$ cat config.mk
export PLATFORM = sky130hd
export DESIGN_NAME = mts_sysref_qualifier
export DESIGN_NICKNAME = d
export VERILOG_FILES = /design/src/rtl/mts_sysref_qualifier.sv
export SDC_FILE = /design/constraint.sdc
export NUM_CORES = 1
export LEC_CHECK = 0
export BUFFER_PORTS_ARGS = -buffer_cell sky130_fd_sc_hd__clkbuf_2
export CAP_MARGIN = 10
export CORE_UTILIZATION = 40
export DETAILED_ROUTE_END_ITERATION = 16
export PLACE_DENSITY = 0.62
export RECOVER_POWER = 25
export SLEW_MARGIN = 20
export SYNTH_ARGS = -nofsm -noshare
export SYNTH_HDL_FRONTEND = slang
export SYNTH_SLANG_ARGS = --single-unit
$ cat constraint.sdc
create_clock -name pl_clk -period 5.41 [get_ports pl_clk]
set_input_delay 1.082 -clock pl_clk [delete_from_list [all_inputs] [get_ports pl_clk]]
set_output_delay 1.082 -clock pl_clk [all_outputs]
set_load 0.01 [all_outputs]
$ cat src/rtl/mts_sysref_qualifier.sv
// SYSREF qualifier: detects rising edges of the PL SYSREF, measures its period,
// declares lock after a run of consistent periods and captures an armed edge.
module mts_sysref_qualifier #(
    parameter int PERIOD_W   = 16,
    parameter int LOCK_COUNT = 4,
    parameter int TOL        = 1
) (
    input  logic                pl_clk,
    input  logic                rst,
    input  logic                sysref_in,
    input  logic                enable,
    input  logic                arm,
    output logic                sysref_pulse,
    output logic                capture_pulse,
    output logic                capture_done,
    output logic                locked,
    output logic [PERIOD_W-1:0] period,
    output logic                unlock_pulse,
    output logic [7:0]          err_cnt
);

    localparam logic [1:0] ST_IDLE    = 2'd0;
    localparam logic [1:0] ST_MEASURE = 2'd1;
    localparam logic [1:0] ST_LOCKED  = 2'd2;

    localparam logic [PERIOD_W-1:0] CNT_MAX = {PERIOD_W{1'b1}};
    localparam logic [PERIOD_W:0]   TOL_V   = (PERIOD_W+1)'(TOL);
    localparam logic [3:0]          LOCK_V  = 4'(LOCK_COUNT);

    logic [1:0]          state_r;
    logic [1:0]          state_nxt_s;
    logic [PERIOD_W-1:0] cnt_r;
    logic [PERIOD_W-1:0] cnt_nxt_s;
    logic [3:0]          match_cnt_r;
    logic [3:0]          match_cnt_nxt_s;
    logic                ref_valid_r;
    logic                ref_valid_nxt_s;
    logic [PERIOD_W-1:0] ref_period_r;
    logic [PERIOD_W-1:0] ref_period_nxt_s;
    logic                prev_r;
    logic                armed_r;
    logic                armed_nxt_s;
    logic                capture_done_r;
    logic                capture_done_nxt_s;
    logic [7:0]          err_cnt_r;
    logic [7:0]          err_cnt_nxt_s;
    logic                sysref_pulse_r;
    logic                capture_pulse_r;
    logic                unlock_pulse_r;
    logic                locked_r;

    logic                edge_s;
    logic [PERIOD_W:0]   meas_s;
    logic [PERIOD_W:0]   ref_ext_s;
    logic [PERIOD_W:0]   diff_s;
    logic                match_s;
    logic                timeout_s;
    logic                err_inc_s;
    logic                unlock_s;
    logic                capture_s;

    assign sysref_pulse  = sysref_pulse_r;
    assign capture_pulse = capture_pulse_r;
    assign capture_done  = capture_done_r;
    assign locked        = locked_r;
    assign period        = ref_period_r;
    assign unlock_pulse  = unlock_pulse_r;
    assign err_cnt       = err_cnt_r;

    // Edge detection and period comparison against the stored reference.
    always_comb begin
        edge_s    = enable & sysref_in & ~prev_r;
        meas_s    = {1'b0, cnt_r} + {{PERIOD_W{1'b0}}, 1'b1};
        ref_ext_s = {1'b0, ref_period_r};
        if (meas_s >= ref_ext_s) begin
            diff_s = meas_s - ref_ext_s;
        end else begin
            diff_s = ref_ext_s - meas_s;
        end
        match_s   = ref_valid_r && (diff_s <= TOL_V);
        timeout_s = (state_r != ST_IDLE) && (cnt_r == CNT_MAX);
    end

    // Acquisition FSM: next state, reference tracking and event flags.
    always_comb begin
        state_nxt_s      = state_r;
        ref_valid_nxt_s  = ref_valid_r;
        ref_period_nxt_s = ref_period_r;
        match_cnt_nxt_s  = match_cnt_r;
        err_inc_s        = 1'b0;
        unlock_s         = 1'b0;
        capture_s        = 1'b0;
        if (!enable) begin
            state_nxt_s     = ST_IDLE;
            ref_valid_nxt_s = 1'b0;
            match_cnt_nxt_s = 4'd0;
        end else if (edge_s) begin
            case (state_r)
                ST_IDLE: begin
                    state_nxt_s     = ST_MEASURE;
                    ref_valid_nxt_s = 1'b0;
                end
                ST_MEASURE: begin
                    if (!ref_valid_r) begin
                        ref_period_nxt_s = meas_s[PERIOD_W-1:0];
                        ref_valid_nxt_s  = 1'b1;
                        match_cnt_nxt_s  = 4'd0;
                    end else if (match_s) begin
                        match_cnt_nxt_s = match_cnt_r + 4'd1;
                        if ((match_cnt_r + 4'd1) >= LOCK_V) begin
                            state_nxt_s = ST_LOCKED;
                        end else begin
                            state_nxt_s = ST_MEASURE;
                        end
                    end else begin
                        ref_period_nxt_s = meas_s[PERIOD_W-1:0];
                        match_cnt_nxt_s  = 4'd0;
                        err_inc_s        = 1'b1;
                    end
                end
                ST_LOCKED: begin
                    if (match_s) begin
                        capture_s = armed_r;
                    end else begin
                        state_nxt_s      = ST_MEASURE;
                        ref_period_nxt_s = meas_s[PERIOD_W-1:0];
                        match_cnt_nxt_s  = 4'd0;
                        err_inc_s        = 1'b1;
                        unlock_s         = 1'b1;
                    end
                end
                default: begin
                    state_nxt_s     = ST_IDLE;
                    ref_valid_nxt_s = 1'b0;
                    match_cnt_nxt_s = 4'd0;
                end
            endcase
        end else if (timeout_s) begin
            // SYSREF vanished: fall back to IDLE and wait for a fresh first edge.
            state_nxt_s     = ST_IDLE;
            ref_valid_nxt_s = 1'b0;
            match_cnt_nxt_s = 4'd0;
            err_inc_s       = 1'b1;
            unlock_s        = (state_r == ST_LOCKED);
        end else begin
            state_nxt_s = state_r;
        end
    end

    // Period counter, error counter and arm/capture bookkeeping.
    always_comb begin
        if (!enable || edge_s) begin
            cnt_nxt_s = {PERIOD_W{1'b0}};
        end else if (cnt_r != CNT_MAX) begin
            cnt_nxt_s = cnt_r + {{(PERIOD_W-1){1'b0}}, 1'b1};
        end else begin
            cnt_nxt_s = cnt_r;
        end

        if (err_inc_s && (err_cnt_r != 8'hFF)) begin
            err_cnt_nxt_s = err_cnt_r + 8'd1;
        end else begin
            err_cnt_nxt_s = err_cnt_r;
        end

        // armed_r is the pre-arm value, so an edge coincident with arm cannot capture.
        if (capture_s) begin
            armed_nxt_s        = 1'b0;
            capture_done_nxt_s = 1'b1;
        end else if (arm && !armed_r) begin
            armed_nxt_s        = 1'b1;
            capture_done_nxt_s = 1'b0;
        end else begin
            armed_nxt_s        = armed_r;
            capture_done_nxt_s = capture_done_r;
        end
    end

    // State and registered outputs.
    always_ff @(posedge pl_clk or posedge rst) begin
        if (rst) begin
            state_r         <= ST_IDLE;
            cnt_r           <= {PERIOD_W{1'b0}};
            match_cnt_r     <= 4'd0;
            ref_valid_r     <= 1'b0;
            ref_period_r    <= {PERIOD_W{1'b0}};
            prev_r          <= 1'b1;
            armed_r         <= 1'b0;
            capture_done_r  <= 1'b0;
            err_cnt_r       <= 8'd0;
            sysref_pulse_r  <= 1'b0;
            capture_pulse_r <= 1'b0;
            unlock_pulse_r  <= 1'b0;
            locked_r        <= 1'b0;
        end else begin
            state_r         <= state_nxt_s;
            cnt_r           <= cnt_nxt_s;
            match_cnt_r     <= match_cnt_nxt_s;
            ref_valid_r     <= ref_valid_nxt_s;
            ref_period_r    <= ref_period_nxt_s;
            prev_r          <= sysref_in;
            armed_r         <= armed_nxt_s;
            capture_done_r  <= capture_done_nxt_s;
            err_cnt_r       <= err_cnt_nxt_s;
            sysref_pulse_r  <= edge_s;
            capture_pulse_r <= capture_s;
            unlock_pulse_r  <= unlock_s;
            locked_r        <= (state_nxt_s == ST_LOCKED);
        end
    end

endmodule

---- Word level (Yosys, flattened, before mapping) ----
Cells that the tools add are included.
storage, ports and cells
  bits in registers ....................... 54
  input bits .............................. 5
cells by class
  $add $sub $neg .......................... 6
  magnitude comparators ................... 3
  equality and inequality tests ........... 10
  mux-type cells .......................... 43
  bitwise gates (word level) .............. 3
  reduce and logical (&&, ||, !) cells .... 15
operators by type and width
  operator                                                                count
  16-bit 2-to-1 mux                                                       4
  16-bit case mux with 2 select lines                                     1
  4-bit 2-to-1 mux                                                        6
  1-bit 2-to-1 mux                                                        20
  16-bit by 1-bit adder with 17-bit output, second input constant         1
  17-bit by 16-bit >= comparator with 1-bit output                        1
  17-bit by 1-bit <= comparator with 1-bit output, second input constant  1
  17-bit 2-to-1 mux                                                       1
  16-bit by 17-bit subtractor with 17-bit output                          1
  17-bit by 16-bit subtractor with 17-bit output                          1
  16-bit by 1-bit adder with 16-bit output, second input constant         1
  16-bit == test, second input constant                                   1
  16-bit != test, second input constant                                   1
  2-bit 2-to-1 mux                                                        7
  4-bit case mux with 3 select lines                                      1
  8-bit by 1-bit adder with 8-bit output, second input constant           1
  8-bit != test, second input constant                                    1
  2-bit nonzero test                                                      4
  3-bit != test, second input constant                                    2
  2-bit case mux with 3 select lines                                      1
  3-bit AND reduction                                                     2
  4-bit by 1-bit adder with 4-bit output, second input constant           1
  2-bit == test, second input constant                                    2
  4-bit by 3-bit >= comparator with 1-bit output, second input constant   1
  11 further kinds                                                        17

---- Depth between registers and ports, before layout ----
  depth after elaboration ................. 11
  gate-level depth with buffers ........... 23
  gate-level depth less buffers ........... 19

---- Least setup slack after synthesis ----
No wires, ideal clock.
  kind .................................... register to register
  from .................................... register cnt_r[0]
  to ...................................... register locked_r, in the netlist locked
  setup time .............................. 120 ps
  arrival time ............................ 4689 ps
  required time ........................... 5290 ps
  slack ................................... 600 ps
  cell stages (with the launch flop) ...... 23
  buffers on the path ..................... 3
  path through ............................ dfrtp_1 -> ha_1 -> nand3_2 -> nor2_1 -> nand3_1 -> xor2_1 -> inv_1 -> ha_1 -> buf_6 -> a21o_1 -> a21o_1 -> a211oi_4 -> o21ai_2 -> buf_6 -> or4_1 -> o2111ai_1 -> nand3_1 -> nor4b_2 -> and3_1 -> buf_6 -> mux2_4 -> a32o_2 -> and4_1
between the ends
  cells in the longest elaborated chain, start to end .. 11
RTL lines
  element                                                                 RTL line  source
  from (decl)                                                             32        logic [PERIOD_W-1:0] cnt_r;
  from (signal assigned)                                                  183       cnt_r <= {PERIOD_W{1'b0}};
  from (signal assigned)                                                  197       cnt_r <= cnt_nxt_s;
  16-bit by 1-bit adder with 17-bit output                                73        meas_s = {1'b0, cnt_r} + {{PERIOD_W{1'b0}}, 1'b1};
  16-bit by 17-bit subtractor with 17-bit output (tied with other cells)  78        diff_s = ref_ext_s - meas_s;
  17-bit 2-to-1 mux                                                       75        if (meas_s >= ref_ext_s) begin
  17-bit by 1-bit <= comparator with 1-bit output                         80        match_s = ref_valid_r && (diff_s <= TOL_V);
  1-bit logical AND                                                       80
  2-bit 2-to-1 mux                                                        108       end else if (match_s) begin
  2-bit 2-to-1 mux                                                        104       if (!ref_valid_r) begin
  2-bit case mux with 3 select lines                                      98        case (state_r)
  2-bit 2-to-1 mux *                                                      97        end else if (edge_s) begin
  2-bit 2-to-1 mux *                                                      93        if (!enable) begin
  net state_nxt_s[1]                                                      31        logic [1:0] state_nxt_s;
  2-bit == test *                                                         208       locked_r <= (state_nxt_s == ST_LOCKED);
  to (signal assigned)                                                    208
  to (decl)                                                               50        logic locked_r;
Mark *: on every way through the listed nets, which the timed path passes. The rest lies on a longest branch.
A chain may end at the register's enable or synchronous reset.

---- Final worst setup path ----
Same ends and word-level chain as after synthesis.

==> flow_metrics.env <==
export IMPL_drive_gt1_frac=0.167
export IMPL_max_clock_freq_mhz=192
export IMPL_finalHoldViolCount=0
export IMPL_gp_congestion=0.935
export IMPL_root_buffer="clkbuf_16"
export IMPL_wl_um=11900
export IMPL_dp_hpwl_um=9280
export IMPL_synth_ff_type="dfrtp_1"
export IMPL_cp_start_kind="flip-flop"
export IMPL_detail_route_vias_per_cell=5.59
export IMPL_netlist_area_um2=4520
export IMPL_core_um2=10900
export IMPL_io_pins=34
export IMPL_synth_distinct_cells=70
export IMPL_critical_path_required_ns=5.60
export IMPL_critPathArrivalTime_ns=5.40
export IMPL_antenna_left=0
export IMPL_gr_usage_met1=0.282
export IMPL_async_flop_share=1.00
export IMPL_vias=4001
export IMPL_drt_first_pass_iters=5
export IMPL_synth_edff_count=0
export IMPL_fin_setup_tns_ns=0
export IMPL_yosysWarningCount=0
export IMPL_ys_ff_latch=54
export IMPL_rrSetupSlack_ns=0.20
export IMPL_row_count=38
export IMPL_die_height_um=108
export IMPL_switching_share=0.402
export IMPL_endpoint_kind="flip-flop"
export IMPL_grt_pass1_vias=3883
export IMPL_synth_seq_area_share=0.299
export IMPL_syn_to_final_growth_pct=13.1
export IMPL_cp_max_fo=11
export IMPL_antenna_cells=0
export IMPL_grt_pass1_wl_um=19200
export IMPL_power_leakage_nw=2.53
export IMPL_clk_path_buf_depth=2
export IMPL_timing_slew_headroom=-0.896
export IMPL_fp_dieW_um=108
export IMPL_cts_made_buffers=5
export IMPL_cts_tree="built"
export IMPL_met3_usage=0.0217
export IMPL_fin_crit_sh=0.963
export IMPL_internal_power_mw=0.990
export IMPL_cts_hold_buffers=0
export IMPL_drcViolationCount=0
export IMPL_overflow=0
export IMPL_worstHoldPathType="flip-flop to flip-flop"
export IMPL_dieArea_um2=11700
export IMPL_clk_pin_slew_ns=0.07
export IMPL_final_net_count=621
export IMPL_worstMarginPinSlew_ns=2.84
export IMPL_synth_net_count=576
export IMPL_path_class="flip-flop to flip-flop"
export IMPL_yosysTopAreaCell="dfrtp_1"
export IMPL_synth_avg_cell_area_um2=8.54
export IMPL_setup_viol=0
export IMPL_outcome="finished, violations left"
export IMPL_place_port_buffers=33
export IMPL_grt_use_total=0.211
export IMPL_power_frac_clock=0.218
export IMPL_fillers=1100
export IMPL_yosys_top_cells_area="dfrtp_1 (29%), ha_1 (11%), a21oi_1 (6.0%)"
export IMPL_switchingPower_mw=0.666
export IMPL_powerDensity_nw_per_um2=324
export IMPL_synth_top_area_share=0.293
export IMPL_p_seq_frac=0.295
export IMPL_fin_skew_ns=0.0100
export IMPL_cts_max_level=2
export IMPL_netlist_instances=530
export IMPL_ir_worst_vdd_v=0.000172
export IMPL_grt_max_degree=55
export IMPL_wl_per_cell_um=16.6
export IMPL_start_util=0.414
export IMPL_power_total_mw=1.66
export IMPL_drt_iter0_drc=241
export IMPL_max_cap_violations=1
export IMPL_grtUsageMet2=0.350
export IMPL_violations="capacitance limit, slew limit"
export IMPL_timing_max_transition_violations_final=55
export IMPL_fin_crit_ns=5.21
export IMPL_multi_input_area_um2=2890
export IMPL_seqCellArea_um2=1350
export IMPL_cts_sinks=54
export IMPL_antenna_found_initial=0
export IMPL_insertion_delay_ns=0.30
export IMPL_top_usage_layer="met2"
export IMPL_p_comb_frac=0.486
-- cells in the final DEF, fill, tap and decap left out, types with 5 or more instances in the layout --
cell	n
nand3_1	21
xnor2_1	22
a21o_1	23
nor2_1	42
clkbuf_2	32
nand2b_1	6
ha_1	39
xor2_1	11
nor2b_1	5
o21ai_0	24
a211oi_1	5
dfrtp_1	53
clkbuf_16	5
nor3_1	12
a21oi_1	54
inv_1	43
o211ai_1	9
buf_4	27
nand4_1	11
nand2_1	26
and3_1	13
o2111ai_1	7
-- cell usage after synthesis (all sizes together) (2+ instances only) --
cell type,n
a211oi,6
a21boi,2
a21o,23
a21oi,55
a31o,4
a31oi,5
a41o,2
and2,5
and3,15
buf,15
clkbuf,8
dfrtp,53
fa,2
ha,39
inv,43
mux2,2
mux2i,4
nand2,26
nand2b,6
nand3,23
nand4,12
nor2,45
nor2b,5
nor3,13
nor4,3
nor4b,3
o2111ai,7
o211ai,9
o21a,3
o21ai,30
o22ai,3
o2bb2ai,2
or3,4
or3b,2
or4,3
xnor2,22
xor2,11
-- sequential cells by signal (all words and copies together), names as in the netlist --
register / count
armed_r: 1
capture_done: 1
capture_pulse: 1
cnt_r: 16
err_cnt: 8
locked: 1
match_cnt_r: 4
period: 16
prev_r: 1
ref_valid_r: 1
state_r: 2
sysref_pulse: 1
unlock_pulse: 1
-- timing repair --
action,in CTS,in global routing
endpoints found under the setup margin,0,27
buffers inserted,0,0
gates resized for setup,0,5
endpoints found under the hold margin,0,0
-- final timing paths --
path                                 to  cells past startpoint  startpoint
setup reg to reg                 locked                     18    cnt_r[0]
max in group asynchronous  unlock_pulse                      3         rst
hold reg to reg              err_cnt[6]                      1  err_cnt[6]
min in group asynchronous    err_cnt[4]                      3         rst
hold / removal               err_cnt[6]                      1  err_cnt[6]
setup / recovery                 locked                     18    cnt_r[0]
-- cells by family (layout without fill, tap and decap cells) --
kind of cell | after synthesis | in the layout | synth area share
flip-flops | 54 | 54 | 0.299
buffers and inverters | 66 | 112 | 0.0644
AO/OA/AOI/OAI | 162 | 162 | 0.236
XOR/XNOR | 33 | 33 | 0.0639
multiplexers | 6 | 6 | 0.0147
adder cells (fa/ha/maj) | 41 | 41 | 0.117
AND/OR/NAND/NOR | 168 | 168 | 0.205
-- per-layer routing --
metal,up-vias,wire length (µm)
li1,1983,-
met1,1886,5430
met2,112,5610
met3,20,534
met4,0,301
met5,-,0
-- metrics by stage --
stage	worst slack, ns	hold WS, ns	std cells	instance area, µm²	util
detailed placement	0.107	0.490	708	4950	0.452
CTS	0.105	0.505	716	5110	0.468
floorplan	0.600	0.471	530	4520	-
global route	-0.0568	0.514	716	5120	0.468
global placement	0.268	0.485	708	4950	0.452
finish	0.201	0.507	716	5120	0.468
-- worst max-delay path, cell delays in order (launching register included) --
cell       delay (ns)
dfrtp_1          0.45
nand4_1          0.24
nor2_2           0.26
nand2_1          0.10
xor2_1           0.33
inv_1            0.15
ha_1             0.32
and2_4           0.17
and3_4           0.19
a211oi_4         0.39
o21ai_2          0.27
or4_1            0.57
o2111ai_1        0.12
nand3_1          0.12
nor4b_2          0.35
and3_2           0.34
mux2_4           0.31
a32o_2           0.26
and4_1           0.19
-- area by class of cell --
class | count | share of cell area
clock inverters | 2 | 0.00733
flip-flops and latches | 54 | 0.264
repair buffers | 61 | 0.0724
multi-input cells | 410 | 0.565
well taps | 140 | 0.0342
clock buffers | 6 | 0.0252
inverters | 43 | 0.0315
-- power by group through the flow --
stage	Sequential [mW]	Clock, mW	Combinational, mW
2_1_floorplan	0.502	0	0.559
3_3_place_gp	0.496	0	0.787
3_5_place_dp	0.498	0	0.782
4_1_cts	0.490	0.372	0.787
5_1_grt	0.495	0.383	0.878
6_report	0.489	0.361	0.806
(Power assumes the default switching activity.)
